File: config.mk
export PLATFORM = sky130hd
export DESIGN_NAME = seg_scan_controller
export DESIGN_NICKNAME = d
export VERILOG_FILES = /design/src/rtl/seg_scan_controller.sv
export SDC_FILE = /design/constraint.sdc
export NUM_CORES = 1
export LEC_CHECK = 0
export CORE_UTILIZATION = 35
export DETAILED_ROUTE_END_ITERATION = 12
export GPL_TIMING_DRIVEN = 0
export PLACE_DENSITY_LB_ADDON = 0.05
export SYNTH_ARGS = -nofsm -noshare
export SYNTH_HDL_FRONTEND = slang
export SYNTH_SLANG_ARGS = --single-unit
File: constraint.sdc
create_clock -name clk -period 3.2 [get_ports clk]
set_input_delay 0.64 -clock clk [delete_from_list [all_inputs] [get_ports clk]]
set_output_delay 0.64 -clock clk [all_outputs]
set_load 0.1 [all_outputs]
File: src/rtl/seg_scan_controller.sv
// Four-digit seven-segment scan scheduler: double-buffered value, rotating active-low anode,
// per-digit nibble/blank generation under a button-driven display mode FSM.
module seg_scan_controller #(
  parameter int REFRESH_DIV  = 100000,
  parameter int BLINK_FRAMES = 125
) (
  input  logic        clk,
  input  logic        reset,
  input  logic [15:0] digits_in,
  input  logic        load,
  input  logic        mode_btn,
  output logic [3:0]  anode,
  output logic [3:0]  nibble,
  output logic        blank,
  output logic [1:0]  digit_sel,
  output logic [1:0]  mode,
  output logic        pending,
  output logic        frame_tick
);

  localparam int PW = (REFRESH_DIV > 2) ? $clog2(REFRESH_DIV) : 1;
  localparam int BW = (BLINK_FRAMES > 1) ? $clog2(BLINK_FRAMES) : 1;

  typedef enum logic [1:0] {
    MODE_NORMAL = 2'b00,
    MODE_BLINK  = 2'b01,
    MODE_LZB    = 2'b10,
    MODE_TEST   = 2'b11
  } mode_t;

  mode_t mode_q, mode_d;

  logic [PW-1:0] presc;
  logic [1:0]    scan_idx;
  logic [15:0]   active_buf, pending_buf;
  logic          pending_q;
  logic          frame_seen;
  logic [BW-1:0] blink_cnt;
  logic          blink_phase;

  logic          tick, boundary, blink_wrap, phase_next;
  logic [1:0]    next_idx;
  logic [15:0]   disp_buf;
  logic [3:0]    digit_val, nibble_d;
  logic          blank_d;

  assign tick       = (presc == PW'(REFRESH_DIV - 1));
  assign next_idx   = scan_idx + 2'd1;
  assign boundary   = tick && (scan_idx == 2'd3);
  // The very first boundary after reset opens frame 0, so it does not advance the blink count.
  assign blink_wrap = boundary && frame_seen && (blink_cnt == BW'(BLINK_FRAMES - 1));
  assign phase_next = blink_wrap ? ~blink_phase : blink_phase;
  // A pending value applied at this boundary must already drive digit 0 of the new frame.
  assign disp_buf   = (boundary && pending_q) ? pending_buf : active_buf;
  assign digit_val  = disp_buf[{next_idx, 2'b00} +: 4];

  always_comb begin
    mode_d = mode_q;
    if (mode_btn) begin
      unique case (mode_q)
        MODE_NORMAL: mode_d = MODE_BLINK;
        MODE_BLINK:  mode_d = MODE_LZB;
        MODE_LZB:    mode_d = MODE_TEST;
        MODE_TEST:   mode_d = MODE_NORMAL;
      endcase
    end
  end

  always_comb begin
    nibble_d = digit_val;
    blank_d  = 1'b0;
    unique case (mode_q)
      MODE_NORMAL: blank_d = 1'b0;
      MODE_BLINK:  blank_d = phase_next;
      MODE_LZB:    blank_d = (next_idx != 2'd0) && ((disp_buf >> {next_idx, 2'b00}) == 16'h0);
      MODE_TEST: begin
        nibble_d = 4'h8;
        blank_d  = 1'b0;
      end
    endcase
  end

  always_ff @(posedge clk) begin
    if (reset) begin
      mode_q      <= MODE_NORMAL;
      presc       <= '0;
      scan_idx    <= 2'd3;
      active_buf  <= 16'h0;
      pending_buf <= 16'h0;
      pending_q   <= 1'b0;
      frame_seen  <= 1'b0;
      blink_cnt   <= '0;
      blink_phase <= 1'b0;
      anode       <= 4'b1111;
      nibble      <= 4'h0;
      blank       <= 1'b1;
      digit_sel   <= 2'd3;
      frame_tick  <= 1'b0;
    end else begin
      mode_q     <= mode_d;
      presc      <= tick ? '0 : presc + PW'(1);
      frame_tick <= boundary;
      if (tick) begin
        scan_idx  <= next_idx;
        anode     <= ~(4'b0001 << next_idx);
        nibble    <= nibble_d;
        blank     <= blank_d;
        digit_sel <= next_idx;
      end
      if (boundary) begin
        frame_seen  <= 1'b1;
        blink_phase <= phase_next;
        if (frame_seen) blink_cnt <= blink_wrap ? '0 : blink_cnt + BW'(1);
        if (pending_q) begin
          active_buf <= pending_buf;
          pending_q  <= 1'b0;
        end
      end
      // A load on the boundary cycle wins over the clear above.
      if (load) begin
        pending_buf <= digits_in;
        pending_q   <= 1'b1;
      end
    end
  end

  assign mode    = mode_q;
  assign pending = pending_q;

endmodule
==> run summary <==
===========================================================================================
Share of total power in combinational logic                                            6.7%
Post-CTS setup buffer count                                                               0
Commonest cells after routing, fill and taps aside                             sky130_fd_sc_hd__dfxtp_1 (73), sky130_fd_sc_hd__nor2_1 (65), sky130_fd_sc_hd__nand2_1 (37)
R2R Path Start                                                                  scan_idx[0]
Worst-margin pin slew                                                             0.9787 ns
Initial antenna violation count                                                           0
Quantity of I/O buffers inserted on ports                                                32
Critical Path Source                                                            scan_idx[0]
Result of the run                                                                 completed
Mean number of vias per cell                                                          5.076
Register bit count reported by yosys                                                     73
HPWL after detailed placement                                                      5.819 mm
Register area share after synthesis                                                  44.41%
Startpoint of the most critical hold path                                      active_buf[0]
Via count of the first global-routing pass                                             2679
Psw                                                                             0.0004444 W
Clock network fraction of design power                                                43.1%
Aggregate negative setup slack                                                         0 ns
Number of nets in the layout                                                            443
Library cell used as clock root buffer                                         sky130_fd_sc_hd__clkbuf_8
PD cells                                                                       474.2 mW/mm2
ANT cells                                                                                 0
Area of the core                                                               0.009153 mm2
Fraction of registers with async set/reset                                               0%
Post-Synthesis Net Count                                                                400
Most frequently used flop master after synthesis                               sky130_fd_sc_hd__dfxtp_1
Upper clock frequency limit                                                      0.3670 GHz
CTS sink cnt                                                                             73
Worst slew margin                                                                    34.55%
Cell area after technology mapping                                             0.003291 mm2
Power share of the sequential group                                                   50.2%
Final Max Slew Viols                                                                      0
Switching part of the total                                                          23.61%
First-pass GRT wire length                                                         13.46 mm
Clk pin slew, worst setup/hold paths                                                0.08 ns
Post-synthesis average cell area                                                  8.942 um2
Bufs on Longest Clock Path                                                                2
Leading cell type in the layout, fill and taps excluded                        sky130_fd_sc_hd__dfxtp_1
Cts bufs inserted                                                                         9
Number of enable-type register cells in the synthesized netlist                           0
DIE HEIGHT                                                                         98.97 um
Final Skew                                                                      0.009561 ns
Final-report hold violation count                                                         0
Post-synthesis adder-cell area fraction                                              4.563%
Max capacitance violation total                                                           0
Final WL                                                                           7.940 mm
Clock latency on the worst-skew pair                                                0.35 ns
Post-synthesis mux area share                                                        10.76%
Maximum level of the CTS H-tree                                                           3
Unrepaired setup endpoints after global routing                                          no
Share of the clock period used by the worst path after layout                        85.14%
Fraction of layout instances using a drive strength above 1                          7.212%
Arrival time at the worst endpoint                                                  2.08 ns
Gate count of the mapped netlist                                                        368
I/O pin total                                                                            35
Maximum cell stage delay along the critical path                                    1.20 ns
Distinct cell type count after synthesis                                                 45
Class of the tightest hold or removal check                                      reg -> reg
Crit-path slowest cell                                                         sky130_fd_sc_hd__clkdlybuf4s50_1
Grt ovf                                                                                   0
Area fraction in compound gates after synthesis                                      8.897%
Pin count of the biggest net entering global routing                                     13
All-Layer GR Usage                                                                   17.78%
Combinational family with the most area after synthesis                        simple AND/OR/NAND/NOR gates
Critical Path Fanout Max                                                                  7
Required time reported for the critical path endpoint                               2.56 ns
Total die area                                                                 0.009794 mm2
Total setup violations reported at the end of the flow                                    0
1st-pass router iterations                                                                4
Initial core utilization                                                             35.95%
Worst ir drop on vdd                                                            0.0001953 V
Leakage power                                                                      1.537 nW
Drt wl/cell                                                                        15.07 um
X dimension of the die                                                             98.97 um
Worst setup path category                                                        reg -> out
Number of filler instances in the final layout                                          926
Critical path launch point type                                                   flip-flop
Cell row count                                                                           35
Post-synthesis to final-layout area growth                                           20.65%
Antenna violation net count after detailed routing                                        0
Resized cells post-CTS                                                                    0
DRC violation count after routing                                                         0
Synth Area in Simple Gates                                                           23.57%
Count of buffer and inverter cells on the critical path                                   1
Synth warnings                                                                            0
Total number of vias                                                                   2675
Worst path cell trace                                                          clkdlybuf4s50_1
Final Critical Period                                                              2.724 ns
Number of design-rule violations left by the first detailed-router iteration            138
Last weighted congestion value of the routability-driven placer                      0.8103
Crit end category                                                              primary output
TritonCTS clock tree                                                                   done
Internal Pwr Total                                                               0.001438 W
CTS hold repair buffers                                                                   0
Worst Hold Margin                                                                 0.4566 ns
Post-synthesis xor/xnor area fraction                                                4.791%
Kind of cell adding the most delay to the critical path                        buffers and inverters
===========================================================================================
[synthesized netlist by cell type, types with 2 or more instances]
master	instances	area, um2
sky130_fd_sc_hd__nor4_1	6	37.54
sky130_fd_sc_hd__a21oi_1	22	110.1
sky130_fd_sc_hd__a211oi_1	3	22.52
sky130_fd_sc_hd__o22ai_1	2	12.51
sky130_fd_sc_hd__a211o_1	7	61.31
sky130_fd_sc_hd__nand2b_1	3	18.77
sky130_fd_sc_hd__nand3_1	8	40.04
sky130_fd_sc_hd__nand4_1	9	56.30
sky130_fd_sc_hd__or2_2	2	12.51
sky130_fd_sc_hd__and4_1	2	17.52
sky130_fd_sc_hd__xnor2_1	8	70.07
sky130_fd_sc_hd__nor3_1	6	30.03
sky130_fd_sc_hd__dfxtp_1	73	1461
sky130_fd_sc_hd__or3b_2	2	17.52
sky130_fd_sc_hd__o31ai_1	2	15.01
sky130_fd_sc_hd__nor2_1	65	244.0
sky130_fd_sc_hd__mux4_2	4	90.09
sky130_fd_sc_hd__and2_1	2	12.51
sky130_fd_sc_hd__nand2_1	37	138.9
sky130_fd_sc_hd__xor2_1	10	87.58
sky130_fd_sc_hd__mux2i_1	25	250.2
sky130_fd_sc_hd__o21ai_0	5	25.02
sky130_fd_sc_hd__clkbuf_1	16	60.06
sky130_fd_sc_hd__or3_1	6	37.54
sky130_fd_sc_hd__ha_1	12	150.1
sky130_fd_sc_hd__and3_1	2	12.51
sky130_fd_sc_hd__inv_1	8	30.03
sky130_fd_sc_hd__nor2b_1	4	25.02
[logic make-up after synthesis]
group | Yosys count
simple gates | 162
xor+xnor | 18
fa+ha+maj | 12
buf+inv | 26
flops | 73
compound gates | 47
mux | 30
[per-stage QoR]
step	total power, W	instance area, um2	worst slack [ns]	util, %	instances
after floorplan	0.001042	3291	0.3268	-	368
after global placement	0.001093	3750	0.6244	40.97	511
after detailed placement	0.001095	3750	0.6299	40.97	511
after CTS	0.001905	3970	0.4313	43.38	527
after global routing	0.001969	3970	0.3659	43.38	527
final	0.001883	3970	0.4755	43.38	527
[path summary, 6_finish.rpt]
check                           cells after the start            end  slack (ns)
worst max-delay path                                1   digit_sel[0]        0.48
worst min-delay path                                2  active_buf[0]        0.46
worst max register to register                      8          blank        0.63
worst min register to register                      2  active_buf[0]        0.46
[routing by layer]
metal	global-route usage [%]	routed length, um	share of wire (%)
met4	8.037	142	1.8
met3	3.688	345	4.3
met2	25.87	3387	43
met5	0	0	0
met1	25.18	4065	51
[sequential cells by signal, summed over array words and instances (netlist names)]
name         cells
blink_cnt        7
anode            4
blank            1
blink_phase      1
frame_seen       1
nibble           4
frame_tick       1
presc           17
pending          1
active_buf      16
mode             2
scan_idx         2
pending_buf     16
[power groups by stage]
| stage | Clock [W] | Combinational, W | Sequential [W] |
|---|---|---|---|
| 2_1_floorplan | 0 | 0.0000595 | 0.000983 |
| 3_3_place_gp | 0 | 0.000126 | 0.000967 |
| 3_5_place_dp | 0 | 0.000128 | 0.000967 |
| 4_1_cts | 0.000831 | 0.000128 | 0.000946 |
| 5_1_grt | 0.000880 | 0.000141 | 0.000949 |
| 6_report | 0.000811 | 0.000127 | 0.000946 |
[cell type report]
class                           instances  area (um2)  share of cell area (%)
Multi-Input combinational cell        269        1730                   43.59
Clock inverter                          5       78.83                   1.986
Tap cell                              111       138.9                   3.498
Inverter                                8       30.03                  0.7564
Clock buffer                           11       141.4                   3.561
Buffer                                 18       68.82                   1.733
Timing Repair Buffer                   32       320.3                   8.068
Sequential cell                        73        1461                   36.81
No activity file was read; power rests on OpenSTA's default activity.
